<file path="src/rtl/motoro_pkg.sv">
// Shared types and constants for the gate-drive guard blocks.
package motoro_pkg;

   typedef enum logic [1:0] {
      OFF_WAIT = 2'd0,
      IDLE     = 2'd1,
      HIGH     = 2'd2,
      LOW      = 2'd3
   } phase_state_e;

   localparam int unsigned DT_RST_DEFAULT = 50;
   localparam int unsigned FAULT_CNT_W    = 16;

endpackage

</file>
<file path="src/rtl/gate_guard_phase.sv">
// One half-bridge leg: dead-time enforcing FSM with registered high/low gate drives.
module gate_guard_phase
   import motoro_pkg::*;
#(
   parameter int unsigned DT_W   = 8,
   parameter int unsigned DT_RST = DT_RST_DEFAULT
) (
   input  logic            clk,
   input  logic            rst_n,
   input  logic            h_req_i,
   input  logic            l_req_i,
   input  logic            hold_i,
   input  logic [DT_W-1:0] dt_cycles_i,
   output logic            h_drv_o,
   output logic            l_drv_o
);

   localparam logic [DT_W-1:0] CNT_ONE = DT_W'(1);

   phase_state_e    state_q, state_d;
   logic [DT_W-1:0] cnt_q, cnt_d;
   logic            h_q, h_d;
   logic            l_q, l_d;
   logic [DT_W-1:0] load_val_c;
   logic            illegal_c;

   // A zero dead time would let both switches toggle on the same edge; clamp to one cycle.
   assign load_val_c = (dt_cycles_i == '0) ? CNT_ONE : dt_cycles_i;
   assign illegal_c  = h_req_i & l_req_i;

   always_ff @(posedge clk or negedge rst_n) begin
      if (!rst_n) begin
         state_q <= OFF_WAIT;
         cnt_q   <= DT_W'(DT_RST);
         h_q     <= 1'b0;
         l_q     <= 1'b0;
      end else begin
         state_q <= state_d;
         cnt_q   <= cnt_d;
         h_q     <= h_d;
         l_q     <= l_d;
      end
   end

   always_comb begin
      state_d = state_q;
      cnt_d   = cnt_q;
      if (hold_i || illegal_c) begin
         state_d = OFF_WAIT;
         cnt_d   = load_val_c;
      end else begin
         case (state_q)
            OFF_WAIT: begin
               cnt_d = cnt_q - CNT_ONE;
               if (cnt_q <= CNT_ONE) begin
                  cnt_d   = '0;
                  state_d = IDLE;
               end
            end
            IDLE: begin
               if (h_req_i) begin
                  state_d = HIGH;
               end else if (l_req_i) begin
                  state_d = LOW;
               end
            end
            HIGH: begin
               if (!h_req_i || l_req_i) begin
                  state_d = OFF_WAIT;
                  cnt_d   = load_val_c;
               end
            end
            LOW: begin
               if (!l_req_i || h_req_i) begin
                  state_d = OFF_WAIT;
                  cnt_d   = load_val_c;
               end
            end
            default: begin
               state_d = OFF_WAIT;
               cnt_d   = load_val_c;
            end
         endcase
      end
   end

   // Drives are flopped from the next state so they track the state register exactly.
   always_comb begin
      h_d = (state_d == HIGH);
      l_d = (state_d == LOW);
   end

   assign h_drv_o = h_q;
   assign l_drv_o = l_q;

endmodule

</file>
<file path="src/rtl/gate_guard_np.sv">
// Multi-phase gate-drive guard: per-phase dead-time FSMs plus shoot-through fault latch.
// Optional fault event counter port faultCntO enabled by defining GATE_GUARD_FAULT_CNT_EN.
module gate_guard_np
   import motoro_pkg::*;
#(
   parameter int unsigned PHASES = 3,
   parameter int unsigned DT_W   = 8,
   parameter int unsigned DT_RST = DT_RST_DEFAULT
) (
   input  logic              clk50mhzI,
   input  logic              nResetI,
   input  logic              enI,
   input  logic [PHASES-1:0] hReqI,
   input  logic [PHASES-1:0] lReqI,
   input  logic [DT_W-1:0]   dtCyclesI,
   input  logic              faultClrI,
   output logic [PHASES-1:0] hPo,
   output logic [PHASES-1:0] lNo,
   output logic              faultO,
   output logic [PHASES-1:0] faultPhaseO
`ifdef GATE_GUARD_FAULT_CNT_EN
   ,
   output logic [FAULT_CNT_W-1:0] faultCntO
`endif
);

   logic              fault_q, fault_d;
   logic [PHASES-1:0] fault_phase_q, fault_phase_d;
   logic [PHASES-1:0] illegal_c;
   logic              new_fault_c;
   logic              hold_c;

   assign illegal_c   = hReqI & lReqI;
   assign new_fault_c = |illegal_c;
   assign hold_c      = fault_q | ~enI;

   // A fresh illegal request always beats a clear in the same cycle.
   always_comb begin
      fault_d       = fault_q;
      fault_phase_d = fault_phase_q;
      if (new_fault_c) begin
         fault_d       = 1'b1;
         fault_phase_d = fault_phase_q | illegal_c;
      end else if (faultClrI) begin
         fault_d       = 1'b0;
         fault_phase_d = '0;
      end
   end

   always_ff @(posedge clk50mhzI or negedge nResetI) begin
      if (!nResetI) begin
         fault_q       <= 1'b0;
         fault_phase_q <= '0;
      end else begin
         fault_q       <= fault_d;
         fault_phase_q <= fault_phase_d;
      end
   end

   assign faultO      = fault_q;
   assign faultPhaseO = fault_phase_q;

   for (genvar g = 0; g < PHASES; g++) begin : g_phase
      gate_guard_phase #(
         .DT_W   (DT_W),
         .DT_RST (DT_RST)
      ) u_phase (
         .clk         (clk50mhzI),
         .rst_n       (nResetI),
         .h_req_i     (hReqI[g]),
         .l_req_i     (lReqI[g]),
         .hold_i      (hold_c),
         .dt_cycles_i (dtCyclesI),
         .h_drv_o     (hPo[g]),
         .l_drv_o     (lNo[g])
      );
   end

`ifdef GATE_GUARD_FAULT_CNT_EN
   logic [FAULT_CNT_W-1:0] fault_cnt_q, fault_cnt_d;

   // Counts visible 0->1 transitions of faultO, saturating.
   always_comb begin
      fault_cnt_d = fault_cnt_q;
      if (fault_d && !fault_q && (fault_cnt_q != '1)) begin
         fault_cnt_d = fault_cnt_q + FAULT_CNT_W'(1);
      end
   end

   always_ff @(posedge clk50mhzI or negedge nResetI) begin
      if (!nResetI) begin
         fault_cnt_q <= '0;
      end else begin
         fault_cnt_q <= fault_cnt_d;
      end
   end

   assign faultCntO = fault_cnt_q;
`endif

endmodule
</file>
<file path="config.mk">
export PLATFORM = sky130hd
export DESIGN_NAME = gate_guard_np
export DESIGN_NICKNAME = d
export VERILOG_FILES = /design/src/rtl/motoro_pkg.sv /design/src/rtl/gate_guard_phase.sv /design/src/rtl/gate_guard_np.sv
export SDC_FILE = /design/constraint.sdc
export NUM_CORES = 1
export LEC_CHECK = 0
export BUFFER_PORTS_ARGS = -buffer_cell sky130_fd_sc_hd__buf_4
export CAP_MARGIN = 15
export CORE_ASPECT_RATIO = 1.2
export CORE_MARGIN = 4
export CORE_UTILIZATION = 35
export CTS_BUF_LIST = sky130_fd_sc_hd__clkbuf_16
export CTS_CLUSTER_SIZE = 16
export DETAILED_ROUTE_END_ITERATION = 8
export SETUP_SLACK_MARGIN = 0.5
export SLEW_MARGIN = 25
export SYNTH_ARGS = -nofsm -noshare
export SYNTH_HDL_FRONTEND = slang
export SYNTH_HIERARCHICAL = 1
export SYNTH_SLANG_ARGS = --single-unit
</file>
<file path="constraint.sdc">
create_clock -name clk50mhzI -period 3.8 [get_ports clk50mhzI]
set_input_delay 0.57 -clock clk50mhzI [delete_from_list [all_inputs] [get_ports clk50mhzI]]
set_output_delay 0.57 -clock clk50mhzI [all_outputs]
set_load 0.05 [all_outputs]
</file>
# == Word-level counts from Yosys, hierarchy flattened ==
# Index checks and enable logic that the tools add are counted.
# Widths: inputs -> output; s select.
# word_totals
ff_bits,40
output_inout_bits,10
input_bits,18
# classes
mux,41
add_sub_neg,3
reduce_logical,27
bitwise,7
magnitude_cmp,3
n_eq_ne,21
# op_table
operator,count
$mux 8,13
$pmux 8 s3,3
$mux 2,18
$eq 2x2->1 const B,12
$le 8x1->1 const B,3
$pmux 2 s4,3
$sub 8x1->8 const B,3
$ne 3x1->1 const B,6
$reduce_bool 4->1,3
$logic_or 1x1->1,9
$reduce_and 3->1,3
$logic_not 8->1,1
$eq 2x1->1 const B,3
$logic_not 1->1,6
$logic_not 2->1,3
$mux 3,2
$and 1x1->1,3
$and 3x3->3,1
$or 3x3->3,1
$reduce_or 3->1,1
$mux 1,2
$reduce_bool 2->1,1
$not 1->1,1
$or 1x1->1,1

# == Depth between registers and ports, before layout ==
# depth
word_depth,6
mapped_depth,7
mapped_depth_nobuf,6

# == Cells and area by module ==
# The synthesis kept the hierarchy.
# modules_own_cells
module,cells_each,n_inst,area_each_um2
gate_guard_phase at g_phase[0].u_phase ...,88,2,832.0
gate_guard_phase at g_phase[2].u_phase,88,1,824.5
gate_guard_np,14,1,152.6

# == Worst setup path before layout ==
# Ideal clock, no wire load.
# synth_timing
path_kind,register -> register
from,register fault_q (netlist: faultO)
to,register g_phase[2].u_phase.cnt_q[2]
path_buffers,0
setup_ps,74
arrival_time_ps,2063
path_stages_with_launch,7
synth_period_minus_slack_ps,2137
setup_slack_ps,1663
path_cell_list,dfrtp_1 -> inv_1 -> nand2_1 -> a211o_1 -> a2111oi_1 -> a21oi_1 -> o21ai_2
# synth_between
elab_chain_cells,4
elab_cells_between_ends,7
classes_between,eq/ne (2); mux (1); bitwise (1); reduce/logical (3)
# synth_lines
item,line_no,source
"start, declared",gate_guard_np.sv:27,"logic fault_q, fault_d;"
"start signal, assigned",gate_guard_np.sv:55,fault_q <= fault_d;
$or 1x1->1 (*),gate_guard_np.sv:35,assign hold_c = fault_q | ~enI;
net hold_c,gate_guard_np.sv:31,logic hold_c;
$logic_or 1x1->1 (*),gate_guard_phase.sv:48,if (hold_i || illegal_c) begin
$ne 3x1->1 (no line) / $reduce_bool 4->1 (equally long branches),--,
$reduce_and 3->1 (no line),--,
"end signal, assigned",gate_guard_phase.sv:34,cnt_q <= DT_W'(DT_RST);
"end signal, assigned",gate_guard_phase.sv:39,cnt_q <= cnt_d;
"end, declared",gate_guard_phase.sv:21,"logic [DT_W-1:0] cnt_q, cnt_d;"
# The timed path passes the listed nets; every way through them passes the cells marked *.
# A chain may end at the register's enable or synchronous reset.

# == Worst setup path after layout ==
# layout_timing
from,register fault_q (netlist: faultO)
to,register g_phase[0].u_phase.cnt_q[4]
# layout_between
elab_chain_cells,4
elab_cells_between_ends,7
classes_between,eq/ne (2); mux (1); bitwise (1); reduce/logical (3)
# layout_lines
item,line_no
$or 1x1->1 (*),gate_guard_np.sv:35
net hold_c,gate_guard_np.sv:31
$logic_or 1x1->1 (*),gate_guard_phase.sv:48
$ne 3x1->1 (no line) / $reduce_bool 4->1 (equally long branches),--
$reduce_and 3->1 (no line),--
"end signal, assigned",gate_guard_phase.sv:34
"end signal, assigned",gate_guard_phase.sv:39
"end, declared",gate_guard_phase.sv:21
# Marked as above.

==> summary.md <==
| Metric | Value |
|---|---|
| Post-CTS sizing | 0 |
| Slew Viols, Final | 0 |
| Final setup vio count | 0 |
| Post-synth EDFFs | 0 |
| Root Driver | clkbuf_16 |
| Worst slew pin tran | slightly below 700 ps |
| Detail Placement HPWL | between 4000 and 5000 um |
| Routed WL per cell | ~16 um |
| #FFs+latches synth | 40 |
| CTS Hold Bufs | 0 |
| Post-route minimum period | roughly 2200 ps |
| CP Max Fanout | 18 |
| Starting DRT DRC Count | about 120 |
| Vias per cell | about 5.7 |
| Reg2reg setup slack | about 1600 ps |
| P&R area growth vs syn | 16.7% |
| Worst VDD drop | about 230 uV |
| Fill count | between 700 and 800 |
| Slew HR | 54.7% |
| Layout cells sized above 1 | roughly 23% |
| Most common flop cell mapped by yosys | dfrtp_1 |
| GRT Total Usage | between 10 and 15% |
| Pwr dens | roughly 390 mW/mm^2 |
| Sequential area share after synthesis | 38.3% |
| Vias in the first global route | around 2300 |
| Fmax | between 400 and 500 MHz |
| Synth unique cells | 45 |
| WP data required | roughly 4000 ps |
| Max-cap viol count | 0 |
| Setup Buffers After CTS | 0 |
| Antenna Nets Post-Route | 0 |
| Cells after synthesis | between 200 and 300 |
| Total CTS buffers | 5 |
| Htree depth | 2 |
| Critical Path AT | approximately 2400 ps |
| Antenna Cells | 0 |
| Slowest stage delay, CP | approximately 620 ps |
| Die Span Y | approximately 100 um |
| Critical path type | flip-flop to flip-flop |
| Row count | 34 |
| Ys Warns | 6 |
| Share of flip-flops with an asynchronous set or reset | 100% |
| Syn_area_per_cell | approximately 9.5 sq um |
| Port Buf Inserts | 27 |
| CTS tree | yes |
| Layout Cells excl Fill | approximately 400 |
| Antenna violations before repair | 0 |
| Clock transition at the registers of the reported paths | 60 ps |
| Vias | ~2300 |
| Ports | 28 |
| CP Capture Type | flip-flop |
| First-pass GRT wire length | approximately 11000 um |
| Syn nets | around 300 |
| Slowest stage cell on the critical path | a211o_1 |
| Setup tns final | 0 ps |
| Status | completed |
| Starting Density | a little over a third |
| Synthesized area | ~0.0026 sq mm |
| Placed cell count | approximately 390 |
| RSZ-0062 raised after global routing | no |
| DR DRC count | 0 |
| HP Class | input pin to async pin |
| DR pass1 iterations | 4 |
| Pleak | 0.00119 uW |
| Die width | about 87 um |
| Critical Path Start | faultO |
| Sink Count | 40 |
| Final Net Count | roughly 330 |
| Largest net degree at the start of global routing | 41 |
| Clock Skews | roughly 4.7 ps |
| Clock latency at the later pin of the worst-skew pair | 280 ps |
| Total core area | 0.00732 sq mm |
| R2R Path Start | faultO |
| Final GP Congestion | around 0.81 |
| Max Buffers Root-to-Sink | 2 |
| Remaining global-route overflow | 0 |
| Startpoint types | flip-flop |
| Crit path cell chain | inv_1 -> nand2_1 -> a211o_1 -> a31oi_4 -> a32oi_1 -> o22ai_1 |
| Final Hold Fails | 0 |
| Die ar. | roughly 0.009 sq mm |
| Crit share post-route | between 50% and 60% |
| Post-detailed-routing wire length | 6250 um |
| Total power draw | 1200 uW |
power breakdown:
group	switching, uW	total (uW)	internal (uW)
combinational	134	212	78.4
sequential	34.1	495	461
clock	182	494	312
total	350	1200	852
routing by layer:
layer | up-vias | part of all wire, % | global-route usage [%]
li1 | 1114 | - | -
met1 | 1091 | 45 | 19.5
met5 | - | 0 | 0
met4 | 0 | 2.2 | 5.08
met3 | 14 | 4.9 | 3.12
met2 | 44 | 48 | 24.4
synth_stat cells, drive strengths merged, types with 6 or more instances:
cell type,n,area share [%]
a21oi,33,6.3
a22oi,6,1.7
buf,9,2.0
dfrtp,31,29
dfstp,9,9.0
ha,6,2.8
inv,22,3.1
nand2,16,2.3
nand2b,12,2.8
nand4,6,1.4
nor2,15,2.1
nor3,6,1.1
nor4,9,4.5
o21ai,22,4.3
o22ai,12,4.4
or4,6,1.7
final timing paths:
check,to,cells after the start
hold reg to reg,g_phase[0].u_phase/cnt_q[5],2
setup reg to reg,g_phase[0].u_phase/cnt_q[4],6
min in group clk50mhzI,faultPhaseO[0],2
hold / removal,g_phase[1].u_phase/cnt_q[6],1
setup / recovery,g_phase[0].u_phase/cnt_q[4],6
max in group asynchronous,g_phase[2].u_phase/cnt_q[5],1
area by class of cell:
type	instances	area, sq um	area share [%]
multi-input combinational	207	1490	48.5
sequential	40	1010	32.8
timing repair buffer	28	210	6.82
clock buffer	5	125	4.06
tap	90	113	3.65
inverter	22	82.6	2.68
clock inverter	3	46.3	1.50
worst max-delay path, delay by kind of cell (launching register included):
kind | cells | cell delay (ps)
flip-flops | 1 | 380
AO/OA/AOI/OAI | 4 | 1270
AND/OR/NAND/NOR | 1 | 380
buffers and inverters | 1 | 60
cells in the final DEF, fill, tap and decap left out, drive strengths merged, types with 6 or more instances in the layout:
| cell | synthesis | routed |
|---|---|---|
| a22oi | 6 | 6 |
| nand4 | 6 | 6 |
| or4 | 6 | 6 |
| a21oi | 33 | 33 |
| nor3 | 6 | 6 |
| nand2 | 16 | 16 |
| nand2b | 12 | 12 |
| o21ai | 22 | 22 |
| inv | 22 | 23 |
| nor4 | 9 | 9 |
| ha | 6 | 6 |
| o22ai | 12 | 12 |
| buf | 9 | 28 |
| dfstp | 9 | 9 |
| dfrtp | 31 | 31 |
| nor2 | 15 | 15 |
state kept, by name, summed over array words and instances (netlist names):
name                     flops
faultO                       1
faultPhaseO                  3
g_phase.u_phase/cnt_q       24
g_phase.u_phase/h_drv_o      3
g_phase.u_phase/l_drv_o      3
g_phase.u_phase/state_q      6
cells by family (layout without fill, tap and decap cells):
family	after synthesis	count (layout)	share of synthesized area, %
adders and majority gates	6	6	2.84
and+or+nand+nor	88	88	21.5
DFF	40	40	38.3
AOI/OAI and AO/OA	107	107	30.0
buffers and inverters	31	58	5.12
muxes	3	3	1.28
xor gates and xnor gates	3	3	0.995
through the flow:
stage | instance area, sq um | setup slack, ps | hold slack, ps | util [%]
floorplan | 2640 | 1660 | 274 | -
global placement | 2910 | 1440 | 490 | 39.8
detailed placement | 2910 | 1410 | 491 | 39.8
CTS | 3080 | 1610 | 289 | 42.1
global route | 3080 | 1430 | 314 | 42.1
finish | 3080 | 1620 | 271 | 42.1
Note: power is estimated with default switching activity, not from simulation.
